$ cat config.mk
export PLATFORM = sky130hd
export DESIGN_NAME = wb_byte_stream_slave_flat
export DESIGN_NICKNAME = d
export VERILOG_FILES = /design/src/rtl/wb_byte_stream_slave_pkg.sv /design/src/rtl/wb_byte_stream_slave_if.sv /design/src/rtl/wb_byte_stream_slave_fifo.sv /design/src/rtl/wb_byte_stream_slave.sv /design/src/flat_wrapper.sv
export SDC_FILE = /design/constraint.sdc
export NUM_CORES = 1
export LEC_CHECK = 0
export BUFFER_PORTS_ARGS = -buffer_cell sky130_fd_sc_hd__buf_4
export CAP_MARGIN = 5
export CORE_UTILIZATION = 50
export DETAILED_ROUTE_END_ITERATION = 8
export PLACE_DENSITY = 0.66
export SYNTH_ARGS = -nofsm -noshare
export SYNTH_HDL_FRONTEND = slang
export SYNTH_SLANG_ARGS = --single-unit
$ cat constraint.sdc
create_clock -name wb_clk_i -period 2.8 [get_ports wb_clk_i]
set_input_delay 0.42 -clock wb_clk_i [delete_from_list [all_inputs] [get_ports wb_clk_i]]
set_output_delay 0.42 -clock wb_clk_i [all_outputs]
set_load 0.005 [all_outputs]
$ cat src/rtl/wb_byte_stream_slave_pkg.sv
// Shared register map, bit indices and types for the Wishbone byte-stream slave.
package wb_byte_stream_pkg;

   localparam int DEFAULT_DEPTH = 16;

   localparam logic [2:0] ADR_DATA   = 3'd0;
   localparam logic [2:0] ADR_STATUS = 3'd1;
   localparam logic [2:0] ADR_CTRL   = 3'd2;
   localparam logic [2:0] ADR_TXCNT  = 3'd3;
   localparam logic [2:0] ADR_RXCNT  = 3'd4;

   localparam int ST_TX_FULL  = 0;
   localparam int ST_TX_EMPTY = 1;
   localparam int ST_RX_FULL  = 2;
   localparam int ST_RX_EMPTY = 3;
   localparam int ST_RX_OVR   = 4;

   localparam int CTRL_EN    = 0;
   localparam int CTRL_RX_IE = 1;
   localparam int CTRL_TX_IE = 2;
   localparam int CTRL_FLUSH = 7;

   typedef struct packed {
      logic tx_ie;
      logic rx_ie;
      logic en;
   } ctrl_t;

   typedef enum logic [1:0] {
      TERM_NONE,
      TERM_ACK,
      TERM_ERR,
      TERM_RTY
   } term_e;

endpackage

$ cat src/rtl/wb_byte_stream_slave_if.sv
// Wishbone slave-side bus bundle; signal names follow the slave's point of view.
interface wb_byte_stream_slave_if;
   logic [2:0] wb_adr_i;
   logic [7:0] wb_dat_i;
   logic [7:0] wb_dat_o;
   logic       wb_we_i;
   logic       wb_stb_i;
   logic       wb_cyc_i;
   logic       wb_ack_o;
   logic       wb_err_o;
   logic       wb_rty_o;
   logic       wb_inta_o;

   modport slave (
      input  wb_adr_i, wb_dat_i, wb_we_i, wb_stb_i, wb_cyc_i,
      output wb_dat_o, wb_ack_o, wb_err_o, wb_rty_o, wb_inta_o
   );

   modport master (
      output wb_adr_i, wb_dat_i, wb_we_i, wb_stb_i, wb_cyc_i,
      input  wb_dat_o, wb_ack_o, wb_err_o, wb_rty_o, wb_inta_o
   );
endinterface

$ cat src/rtl/wb_byte_stream_slave_fifo.sv
// Byte FIFO with occupancy count; full/empty come from the current count and
// flush overrides any push or pop in the same cycle.
module byte_fifo #(
   parameter int DEPTH = 16,
   parameter int CW    = $clog2(DEPTH) + 1
) (
   input  logic          clk_i,
   input  logic          rst_i,
   input  logic          push_i,
   input  logic          pop_i,
   input  logic          flush_i,
   input  logic [7:0]    din_i,
   output logic [7:0]    dout_o,
   output logic [CW-1:0] count_o,
   output logic          full_o,
   output logic          empty_o
);
   localparam int AW = $clog2(DEPTH);

   logic [7:0]    mem_q [DEPTH];
   logic [AW-1:0] wr_ptr_q, wr_ptr_d, rd_ptr_q, rd_ptr_d;
   logic [CW-1:0] count_q, count_d;
   logic          do_push, do_pop;

   assign full_o  = (count_q == CW'(DEPTH));
   assign empty_o = (count_q == '0);
   assign do_push = push_i & ~full_o & ~flush_i;
   assign do_pop  = pop_i & ~empty_o & ~flush_i;
   assign dout_o  = mem_q[rd_ptr_q];
   assign count_o = count_q;

   // NOTE: every next-state variable is given a default first, so no path leaves it unassigned and no latch is inferred.
   always_comb begin
      wr_ptr_d = wr_ptr_q;
      rd_ptr_d = rd_ptr_q;
      count_d  = count_q;
      if (flush_i) begin
         wr_ptr_d = '0;
         rd_ptr_d = '0;
         count_d  = '0;
      end else begin
         if (do_push) wr_ptr_d = wr_ptr_q + AW'(1);
         if (do_pop)  rd_ptr_d = rd_ptr_q + AW'(1);
         count_d = count_q + CW'(do_push) - CW'(do_pop);
      end
   end

   // NOTE: sequential state uses non-blocking assignments so all registers update together on the edge.
   always_ff @(posedge clk_i or posedge rst_i) begin
      if (rst_i) begin
         wr_ptr_q <= '0;
         rd_ptr_q <= '0;
         count_q  <= '0;
      end else begin
         wr_ptr_q <= wr_ptr_d;
         rd_ptr_q <= rd_ptr_d;
         count_q  <= count_d;
      end
   end

   // NOTE: storage has no reset; pointers and count define which entries are meaningful.
   always_ff @(posedge clk_i) begin
      if (do_push) mem_q[wr_ptr_q] <= din_i;
   end
endmodule

$ cat src/rtl/wb_byte_stream_slave.sv
// Wishbone register slave bridging a TX and an RX byte stream through two FIFOs,
// with one wait state per access and a registered interrupt.
module wb_byte_stream_slave
   import wb_byte_stream_pkg::*;
#(
   parameter int DEPTH = DEFAULT_DEPTH,
   parameter int CW    = $clog2(DEPTH) + 1
) (
   input  logic                  wb_clk_i,
   input  logic                  wb_rst_i,
   wb_byte_stream_slave_if.slave wb,
   output logic [7:0]            tx_data_o,
   output logic                  tx_valid_o,
   input  logic                  tx_ready_i,
   input  logic [7:0]            rx_data_i,
   input  logic                  rx_valid_i,
   output logic                  rx_ready_o
);
   ctrl_t         ctrl_q, ctrl_d;
   term_e         term_q, term_d;
   logic          rx_ovr_q, rx_ovr_d;
   logic          inta_q, inta_d;
   logic [7:0]    dat_q, dat_d;
   logic [7:0]    status, ctrl_rd, rx_dout;
   logic          req, wb_push, wb_pop, ctrl_wr, flush;
   logic          tx_pop, rx_push;
   logic [CW-1:0] tx_count, rx_count;
   logic          tx_full, tx_empty, rx_full, rx_empty;

   assign req = wb.wb_cyc_i & wb.wb_stb_i & ~(wb.wb_ack_o | wb.wb_err_o | wb.wb_rty_o);

   assign tx_valid_o = ctrl_q.en & ~tx_empty;
   assign rx_ready_o = ctrl_q.en & ~rx_full;
   assign tx_pop     = tx_valid_o & tx_ready_i;
   assign rx_push    = rx_valid_i & rx_ready_o;
   assign flush      = ctrl_wr & wb.wb_dat_i[CTRL_FLUSH];

   always_comb begin
      status                = '0;
      status[ST_TX_FULL]    = tx_full;
      status[ST_TX_EMPTY]   = tx_empty;
      status[ST_RX_FULL]    = rx_full;
      status[ST_RX_EMPTY]   = rx_empty;
      status[ST_RX_OVR]     = rx_ovr_q;
      ctrl_rd               = '0;
      ctrl_rd[CTRL_EN]      = ctrl_q.en;
      ctrl_rd[CTRL_RX_IE]   = ctrl_q.rx_ie;
      ctrl_rd[CTRL_TX_IE]   = ctrl_q.tx_ie;
   end

   // Access decode: all side effects and read data are taken in the req cycle.
   always_comb begin
      term_d  = TERM_NONE;
      dat_d   = dat_q;
      wb_push = 1'b0;
      wb_pop  = 1'b0;
      ctrl_wr = 1'b0;
      if (req) begin
         term_d = TERM_ACK;
         dat_d  = '0;
         case (wb.wb_adr_i)
            ADR_DATA: begin
               if (wb.wb_we_i) begin
                  if (tx_full) term_d = TERM_RTY;
                  else         wb_push = 1'b1;
               end else if (rx_empty) begin
                  term_d = TERM_RTY;
               end else begin
                  wb_pop = 1'b1;
                  dat_d  = rx_dout;
               end
            end
            ADR_STATUS: if (!wb.wb_we_i) dat_d = status;
            ADR_CTRL: begin
               if (wb.wb_we_i) ctrl_wr = 1'b1;
               else            dat_d   = ctrl_rd;
            end
            ADR_TXCNT: if (!wb.wb_we_i) dat_d = 8'(tx_count);
            ADR_RXCNT: if (!wb.wb_we_i) dat_d = 8'(rx_count);
            default:   term_d = TERM_ERR;
         endcase
      end
   end

   always_comb begin
      ctrl_d = ctrl_q;
      if (ctrl_wr) begin
         ctrl_d.en    = wb.wb_dat_i[CTRL_EN];
         ctrl_d.rx_ie = wb.wb_dat_i[CTRL_RX_IE];
         ctrl_d.tx_ie = wb.wb_dat_i[CTRL_TX_IE];
      end
      rx_ovr_d = flush ? 1'b0 : (rx_ovr_q | (rx_valid_i & ctrl_q.en & rx_full));
      inta_d   = (ctrl_q.rx_ie & (~rx_empty | rx_ovr_q)) | (ctrl_q.tx_ie & tx_empty);
   end

   always_ff @(posedge wb_clk_i or posedge wb_rst_i) begin
      if (wb_rst_i) begin
         ctrl_q   <= '0;
         term_q   <= TERM_NONE;
         rx_ovr_q <= 1'b0;
         inta_q   <= 1'b0;
         dat_q    <= '0;
      end else begin
         ctrl_q   <= ctrl_d;
         term_q   <= term_d;
         rx_ovr_q <= rx_ovr_d;
         inta_q   <= inta_d;
         dat_q    <= dat_d;
      end
   end

   assign wb.wb_ack_o  = (term_q == TERM_ACK);
   assign wb.wb_err_o  = (term_q == TERM_ERR);
   assign wb.wb_rty_o  = (term_q == TERM_RTY);
   assign wb.wb_dat_o  = dat_q;
   assign wb.wb_inta_o = inta_q;

   byte_fifo #(.DEPTH(DEPTH), .CW(CW)) u_tx_fifo (
      .clk_i   (wb_clk_i),
      .rst_i   (wb_rst_i),
      .push_i  (wb_push),
      .pop_i   (tx_pop),
      .flush_i (flush),
      .din_i   (wb.wb_dat_i),
      .dout_o  (tx_data_o),
      .count_o (tx_count),
      .full_o  (tx_full),
      .empty_o (tx_empty)
   );

   byte_fifo #(.DEPTH(DEPTH), .CW(CW)) u_rx_fifo (
      .clk_i   (wb_clk_i),
      .rst_i   (wb_rst_i),
      .push_i  (rx_push),
      .pop_i   (wb_pop),
      .flush_i (flush),
      .din_i   (rx_data_i),
      .dout_o  (rx_dout),
      .count_o (rx_count),
      .full_o  (rx_full),
      .empty_o (rx_empty)
   );
endmodule

$ cat src/flat_wrapper.sv
// flat-port wrapper written by rule: the top's interface ports become plain ports
module wb_byte_stream_slave_flat import wb_byte_stream_pkg::*;
#(
   parameter int DEPTH = DEFAULT_DEPTH,
   parameter int CW    = $clog2(DEPTH) + 1
)
  (wb_clk_i, wb_rst_i, tx_data_o, tx_valid_o, tx_ready_i, rx_data_i, rx_valid_i, rx_ready_o, wb_wb_adr_i, wb_wb_dat_i, wb_wb_we_i, wb_wb_stb_i, wb_wb_cyc_i, wb_wb_dat_o, wb_wb_ack_o, wb_wb_err_o, wb_wb_rty_o, wb_wb_inta_o);
  wb_byte_stream_slave_if wb_i ();
  input  logic wb_clk_i;
  input  logic wb_rst_i;
  output logic [7:0] tx_data_o;
  output logic tx_valid_o;
  input  logic tx_ready_i;
  input  logic [7:0] rx_data_i;
  input  logic rx_valid_i;
  output logic rx_ready_o;
  input wire logic [$bits(wb_i.wb_adr_i)-1:0] wb_wb_adr_i;
  input wire logic [$bits(wb_i.wb_dat_i)-1:0] wb_wb_dat_i;
  input wire logic [$bits(wb_i.wb_we_i)-1:0] wb_wb_we_i;
  input wire logic [$bits(wb_i.wb_stb_i)-1:0] wb_wb_stb_i;
  input wire logic [$bits(wb_i.wb_cyc_i)-1:0] wb_wb_cyc_i;
  output wire logic [$bits(wb_i.wb_dat_o)-1:0] wb_wb_dat_o;
  output wire logic [$bits(wb_i.wb_ack_o)-1:0] wb_wb_ack_o;
  output wire logic [$bits(wb_i.wb_err_o)-1:0] wb_wb_err_o;
  output wire logic [$bits(wb_i.wb_rty_o)-1:0] wb_wb_rty_o;
  output wire logic [$bits(wb_i.wb_inta_o)-1:0] wb_wb_inta_o;
  assign wb_i.wb_adr_i = wb_wb_adr_i;
  assign wb_i.wb_dat_i = wb_wb_dat_i;
  assign wb_i.wb_we_i = wb_wb_we_i;
  assign wb_i.wb_stb_i = wb_wb_stb_i;
  assign wb_i.wb_cyc_i = wb_wb_cyc_i;
  assign wb_wb_dat_o = wb_i.wb_dat_o;
  assign wb_wb_ack_o = wb_i.wb_ack_o;
  assign wb_wb_err_o = wb_i.wb_err_o;
  assign wb_wb_rty_o = wb_i.wb_rty_o;
  assign wb_wb_inta_o = wb_i.wb_inta_o;
  wb_byte_stream_slave #(.DEPTH(DEPTH), .CW(CW)) u_core (.wb_clk_i(wb_clk_i), .wb_rst_i(wb_rst_i), .wb(wb_i), .tx_data_o(tx_data_o), .tx_valid_o(tx_valid_o), .tx_ready_i(tx_ready_i), .rx_data_i(rx_data_i), .rx_valid_i(rx_valid_i), .rx_ready_o(rx_ready_o));
endmodule
== Word-level counts from Yosys, hierarchy flattened ==
Memories as Yosys holds them, arrays and structs flattened.
Cells that the tools add are included.

* $mul: 0
* $lt $le $gt $ge: 0
* Shift-type cells: 0
* Bitwise gates (word level): 30
* Equality and inequality tests: 9
* Div/mod/pow operators: 0
* Add/sub/neg operators: 8
* Reduce and logical (&&, ||, !) cells: 8
* Mux-type cells: 38

{| class="wikitable"
|+ Operators by type and width
! kind !! number
|-
| $pmux W8 S5 || 1
|-
| $mux W4 || 8
|-
| $mux W5 || 5
|-
| $and A1 B1 Y1 || 19
|-
| $add A4 B1 Y4 const B || 4
|-
| $mux W1 || 16
|-
| $mux W8 || 2
|-
| $add A5 B1 Y5 || 2
|-
| $eq A5 B5 Y1 const B || 2
|-
| $logic_not A5 Y1 || 2
|-
| $sub A5 B1 Y5 || 2
|-
| $mux W2 || 4
|-
| $reduce_bool A2 Y1 || 4
|-
| $eq A3 B2 Y1 const B || 2
|-
| $not A1 Y1 || 6
|-
| $or A1 B1 Y1 || 5
|-
| $eq A2 B2 Y1 const B || 2
|-
| $pmux W2 S2 || 1
|-
| $reduce_or A4 Y1 || 1
|-
| $eq A3 B1 Y1 const B || 1
|-
| $eq A3 B3 Y1 const B || 1
|-
| $logic_not A3 Y1 || 1
|-
| $mux W3 || 1
|-
| $eq A2 B1 Y1 const B || 1
|}

* ROM bits: 0
* Memories kept: 2
* Bits in writable memories: 256
* Register bits after elaboration: 41
* Latch bits: 0
* Word-level logic and storage cells: 108
* Input port bits: 26

{| class="wikitable"
|+ Memory list
! memory !! depth !! bits a word !! read ports !! clocked after Yosys merged registers in !! write ports !! line !! text
|-
| u_core.u_rx_fifo.mem_q || 16 || 8 || 1 || 0 || 1 || wb_byte_stream_slave_fifo.sv:20 || <nowiki>logic [7:0] mem_q [DEPTH];</nowiki>
|-
| u_core.u_tx_fifo.mem_q || 16 || 8 || 1 || 0 || 1 || wb_byte_stream_slave_fifo.sv:20 ||
|}

== Longest topological paths before layout ==
* Depth in word-level cells: 12
* Depth in mapped cells: 15
* Mapped depth without buffers: 14

== Cells and area by module ==
From an unflattened synthesis, not the netlist that was laid out.

* Cell total of the unflattened synthesis: 770
* Area total of the unflattened synthesis: 12595.8 µm²

{| class="wikitable"
|+ Modules (own cells, without submodules)
! module !! area an instance (µm²) !! cells an instance !! seq. area each (µm²) !! instances
|-
| byte_fifo || 5798.1 || 335 || 4169.0 || 2
|-
| wb_byte_stream_slave || 999.7 || 100 || 375.4 || 1
|}

== Least setup slack after synthesis ==
Ideal clock, no wire load.

* Kind: input-to-reg
* Start: input wb_wb_adr_i[0]
* End: register u_core.u_tx_fifo.count_q[4], in the netlist u_core.u_tx_fifo.count_o[4]
* Data arrival time: 2.964 ns
* Slack: -0.287 ns
* Data required time: 2.677 ns
* Setup time: 0.123 ns
* Path buffers: 3
* Cell stages on the path: 15
* Cell sequence: clkbuf_1 nand2b_1 nor4_1 buf_2 buf_2 nor2_1 ha_1 inv_1 ha_1 inv_1 fa_1 nor2b_1 o21bai_1 a21oi_1 nor3b_1

* Longest elaborated chain between the ends: 9
* Elaborated cells on any way between the ends: 14
* Those cells by class: add/sub (2); eq/ne (1); mux (5); bitwise (5); reduce/logical (1)

{| class="wikitable"
|+ RTL lines
! item !! line !! text
|-
| start: declaration || flat_wrapper.sv:17 || <nowiki>input wire logic [$bits(wb_i.wb_adr_i)-1:0] wb_wb_adr_i;</nowiki>
|-
| $eq A3 B2 Y1 || wb_byte_stream_slave.sv:61 || <nowiki>case (wb.wb_adr_i)</nowiki>
|-
| $mux W1 || wb_byte_stream_slave.sv:61 ||
|-
| $mux W1 || wb_byte_stream_slave.sv:58 || <nowiki>if (req) begin</nowiki>
|-
| $and A1 B1 Y1 || wb_byte_stream_slave.sv:36 || <nowiki>assign flush = ctrl_wr & wb.wb_dat_i[CTRL_FLUSH];</nowiki>
|-
| $not A1 Y1 || wb_byte_stream_slave_fifo.sv:27, wb_byte_stream_slave_fifo.sv:28 ||
|-
| $and A1 B1 Y1 || wb_byte_stream_slave_fifo.sv:27 || <nowiki>assign do_push = push_i & ~full_o & ~flush_i;</nowiki>
|-
| $add A5 B1 Y5 || wb_byte_stream_slave_fifo.sv:44 || <nowiki>count_d = count_q + CW'(do_push) - CW'(do_pop);</nowiki>
|-
| $sub A5 B1 Y5 || wb_byte_stream_slave_fifo.sv:44 ||
|-
| $mux W5 * || wb_byte_stream_slave_fifo.sv:37 || <nowiki>if (flush_i) begin</nowiki>
|-
| via u_core.u_tx_fifo.count_d[4] || wb_byte_stream_slave_fifo.sv:22 || <nowiki>logic [CW-1:0] count_q, count_d;</nowiki>
|-
| end signal: assignment || wb_byte_stream_slave_fifo.sv:57 || <nowiki>count_q <= count_d;</nowiki>
|-
| end: declaration || wb_byte_stream_slave_fifo.sv:22 ||
|}

The timed path passes the listed nets; every way through them passes the cells marked *.
A chain may end at the register's enable or synchronous reset.

== Worst setup path after layout ==
* Start: register u_core.u_rx_fifo.count_q[2], in the netlist u_core.u_rx_fifo.count_o[2]
* End: register u_core.u_rx_fifo.count_q[4], in the netlist u_core.u_rx_fifo.count_o[4]

* Longest elaborated chain between the ends: 9
* Elaborated cells on any way between the ends: 17
* Those cells by class: add/sub (2); eq/ne (1); mux (5); bitwise (8); reduce/logical (1)

{| class="wikitable"
|+ RTL lines
! item !! line
|-
| start: declaration || wb_byte_stream_slave_fifo.sv:22
|-
| start signal: assignment || wb_byte_stream_slave_fifo.sv:57
|-
| $eq A5 B5 Y1 or $logic_not A5 Y1 (tied branches) || wb_byte_stream_slave_fifo.sv:25, wb_byte_stream_slave_fifo.sv:26
|-
| $not A1 Y1 or $mux W1 (tied branches) || wb_byte_stream_slave_fifo.sv:27, wb_byte_stream_slave.sv:33, wb_byte_stream_slave.sv:66
|-
| $and A1 B1 Y1 or $mux W1 (tied branches) || wb_byte_stream_slave.sv:33, wb_byte_stream_slave.sv:63
|-
| $and A1 B1 Y1 or $mux W1 (tied branches) || wb_byte_stream_slave.sv:35, wb_byte_stream_slave.sv:61
|-
| $and A1 B1 Y1 or $mux W1 (tied branches) || wb_byte_stream_slave_fifo.sv:27, wb_byte_stream_slave.sv:58
|-
| $and A1 B1 Y1, on equally long branches || wb_byte_stream_slave_fifo.sv:27, wb_byte_stream_slave_fifo.sv:28
|-
| $add A5 B1 Y5 or $and A1 B1 Y1 (tied branches) || wb_byte_stream_slave_fifo.sv:44, wb_byte_stream_slave_fifo.sv:28
|-
| $sub A5 B1 Y5 * || wb_byte_stream_slave_fifo.sv:44
|-
| $mux W5 * || wb_byte_stream_slave_fifo.sv:37
|-
| via u_core.u_rx_fifo.count_d[4] || wb_byte_stream_slave_fifo.sv:22
|}

Marked as above.

==> impl_metrics.tcl <==
set metrics [dict create \
    fillers 1763 \
    first_pass_iters 4 \
    h-tree-depth 1 \
    antenna_found_initial 0 \
    crit_arrival_ps 3150 \
    grt_usage 0.206 \
    ys_types 57 \
    grt_pass1_vias 7107 \
    seq_area_um2 8720 \
    drt_iter0_drc 360 \
    final_core_util 0.618 \
    synth_area_leaders "edfxtp_1, mux4_2, dfrtp_1" \
    clkSlewWorstSetupHoldPaths_ps 70 \
    ys_ff_latch 297 \
    period_share 0.968 \
    dr_total_vias 6847 \
    end_kind "register" \
    path_max_fanout 3 \
    ant_nets 0 \
    setup_viol 0 \
    clock_path_buffers 3 \
    yosysSeqAreaShare 0.702 \
    cellPowerDensity_nw_per_um2 859 \
    ioPinCount 48 \
    startpoint_type "register" \
    multi_input_area_um2 3680 \
    hold_path_class "input port to register" \
    critPathKind "register to register" \
    dieHeight_um 160 \
    fmax_mhz 369 \
    worst_pin_slew_ps 629 \
    maxCapViolCount 0 \
    hold_violations 0 \
    cts_root_buf "clkbuf_16" \
    asyncSetResetFlopFracSynth 0.138 \
    drc 0 \
    synth_edf_count 256 \
    die_x_um 160 \
    status "finished clean" \
    drt-vias-per-instance 5.71 \
    synth_top_area_share 0.619 \
    ir_worst_vdd_mv 0.605 \
    syn2layout_area_growth_pct 20.9 \
    start_util 0.511 \
    nets 901 \
    p_leak_nw 5.37 \
    whs_ps 167 \
    fin_skew_ps 27.3 \
    final_layout_size_suffix_gt1_frac 0.321 \
    io_buffers 47 \
    yosysWarnings 0 \
    slew_viol_final 0 \
    synth_largest_area_cell "edfxtp_1" \
    p_total_mw 12.9 \
    wire_per_inst_um 21.7 \
    post-route-min-period_ps 2710 \
    coreArea_um2 24300 \
    avgSynthCellArea_um2 17.0 \
    globalRouteOverflowTotal 0 \
    rows 57 \
    relSlewSlack 0.578 \
    syn_nets 780 \
    postSynthCellCount 730 \
    cts_buffers 31 \
    clock-sinks 297 \
    hpwl_um 17300 \
    grt_max_degree 52 \
    die_area_um2 25500 \
    gp_congestion 0.853 \
    synth_flop_cell "edfxtp_1" \
    wirelength_um 26000 \
    cts_tree "yes" \
    grt_pass1_wl_um 40100 \
    required_ps 3240 \
    antenna_cells 0 \
    syn_area_um2 12400 \
    insertion_delay_ps 560 \
]
## stage by stage
step                setup TNS, ps  std cells  setup slack, ps  area, µm²
floorplan                       0        730             6.85      12500
global placement                0       1131             57.5      13600
detailed placement          -96.6       1131            -96.6      13600
CTS                             0       1190             8.40      14800
global route                -44.6       1199            -38.3      15000
finish                          0       1199             89.4      15000
## cells in the final DEF, fill, tap and decap left out, types with 11 or more instances in the layout
cell type	netlist	layout
ha_1	22	17
o21ai_0	20	19
mux2i_1	50	50
clkbuf_16	0	33
dfrtp_1	41	38
a221oi_2	0	12
nor2_1	41	41
nand2_1	27	27
inv_1	26	18
buf_4	0	118
a21oi_1	12	11
edfxtp_1	256	256
mux4_2	46	46
## worst paths after layout
kind | end | slack [ps] | start | cells after the start
worst max-delay path | u_core.u_rx_fifo.count_o[4] | 90 | u_core.u_rx_fifo.count_o[2] | 14
worst min-delay path | u_core.u_rx_fifo.mem_q[12][4] | 170 | rx_data_i[4] | 1
worst max register to register | u_core.u_rx_fifo.count_o[4] | 90 | u_core.u_rx_fifo.count_o[2] | 14
worst min register to register | u_core.wb.wb_inta_o | 520 | u_core.ctrl_q[2] | 2
max in group asynchronous | u_core.u_rx_fifo.rd_ptr_q[2] | 1640 | wb_rst_i | 4
min in group asynchronous | u_core.wb.wb_inta_o | 420 | wb_rst_i | 3
## state kept, by name (all words and copies together), names as in the netlist
| register | flops |
|---|---|
| u_core.u_tx_fifo.count_o | 5 |
| u_core.term_q | 2 |
| u_core.u_tx_fifo.rd_ptr_q | 4 |
| u_core.u_rx_fifo.wr_ptr_q | 4 |
| u_core.u_rx_fifo.mem_q | 128 |
| u_core.rx_ovr_q | 1 |
| u_core.wb.wb_inta_o | 1 |
| u_core.u_rx_fifo.rd_ptr_q | 4 |
| u_core.u_tx_fifo.mem_q | 128 |
| u_core.u_tx_fifo.wr_ptr_q | 4 |
| u_core.u_rx_fifo.count_o | 5 |
| u_core.wb.wb_dat_o | 8 |
| u_core.ctrl_q | 3 |
## layout make-up
class / count / area share
multi-input cells: 369 / 0.245
clock inverters: 20 / 0.0196
repair buffers: 124 / 0.0669
clock buffers: 37 / 0.0538
flip-flops and latches: 297 / 0.580
well taps: 324 / 0.0270
inverters: 28 / 0.00708
## per-layer routing
| metal | share of wire | global-route usage | vias to the layer above | routed length (µm) |
|---|---|---|---|---|
| met1 | 0.39 | 0.250 | 3488 | 10200 |
| met5 | 0 | 0 | - | 0 |
| met3 | 0.037 | 0.0257 | 56 | 954 |
| met2 | 0.54 | 0.379 | 170 | 14000 |
| li1 | - | - | 3133 | - |
| met4 | 0.034 | 0.0743 | 0 | 874 |
## Yosys cell counts (all sizes together), types with 7 or more instances
library cell,count
mux2i,50
clkbuf,21
a22oi,8
buf,15
and2,10
nor2b,11
nor4,11
nand3,10
nand2,27
edfxtp,256
o21ai,20
inv,27
a21oi,12
mux4,46
a221oi,16
ha,22
dfrtp,41
nor2,41
mux2,7
## what timing repair did
action,CTS,global route
setup buffers,1,7
hold buffers,1,0
hold endpoints to repair,15,0
setup endpoints to repair,9,9
gates cloned,0,2
pin swaps,2,8
resized for setup,17,24
## kinds of logic (layout without fill, tap and decap cells)
logic type | count (synthesis) | after routing | share of synthesized area
flops | 297 | 297 | 0.702
simple gates | 150 | 150 | 0.0682
mux | 103 | 103 | 0.130
compound gates | 81 | 81 | 0.0463
buf+inv | 64 | 209 | 0.0208
fa+ha+maj | 24 | 24 | 0.0254
xor+xnor | 11 | 11 | 0.00776
## where the power goes
part | switching (mW) | total (mW) | internal [mW]
clock network | 1.65 | 4.35 | 2.71
registers | 0.280 | 5.33 | 5.05
logic | 1.64 | 3.22 | 1.57
## worst max-delay path, stage by stage (launching register included)
cell and delay (ps):
dfrtp_1 390, inv_2 90, ha_4 130, or4b_4 460, nand3_2 80, inv_1 60
ha_1 280, inv_2 70, ha_4 120, inv_1 40, fa_2 360, nor2b_4 180
o21bai_4 100, a21oi_2 170, nor3b_2 60
(Power assumes the default switching activity.)
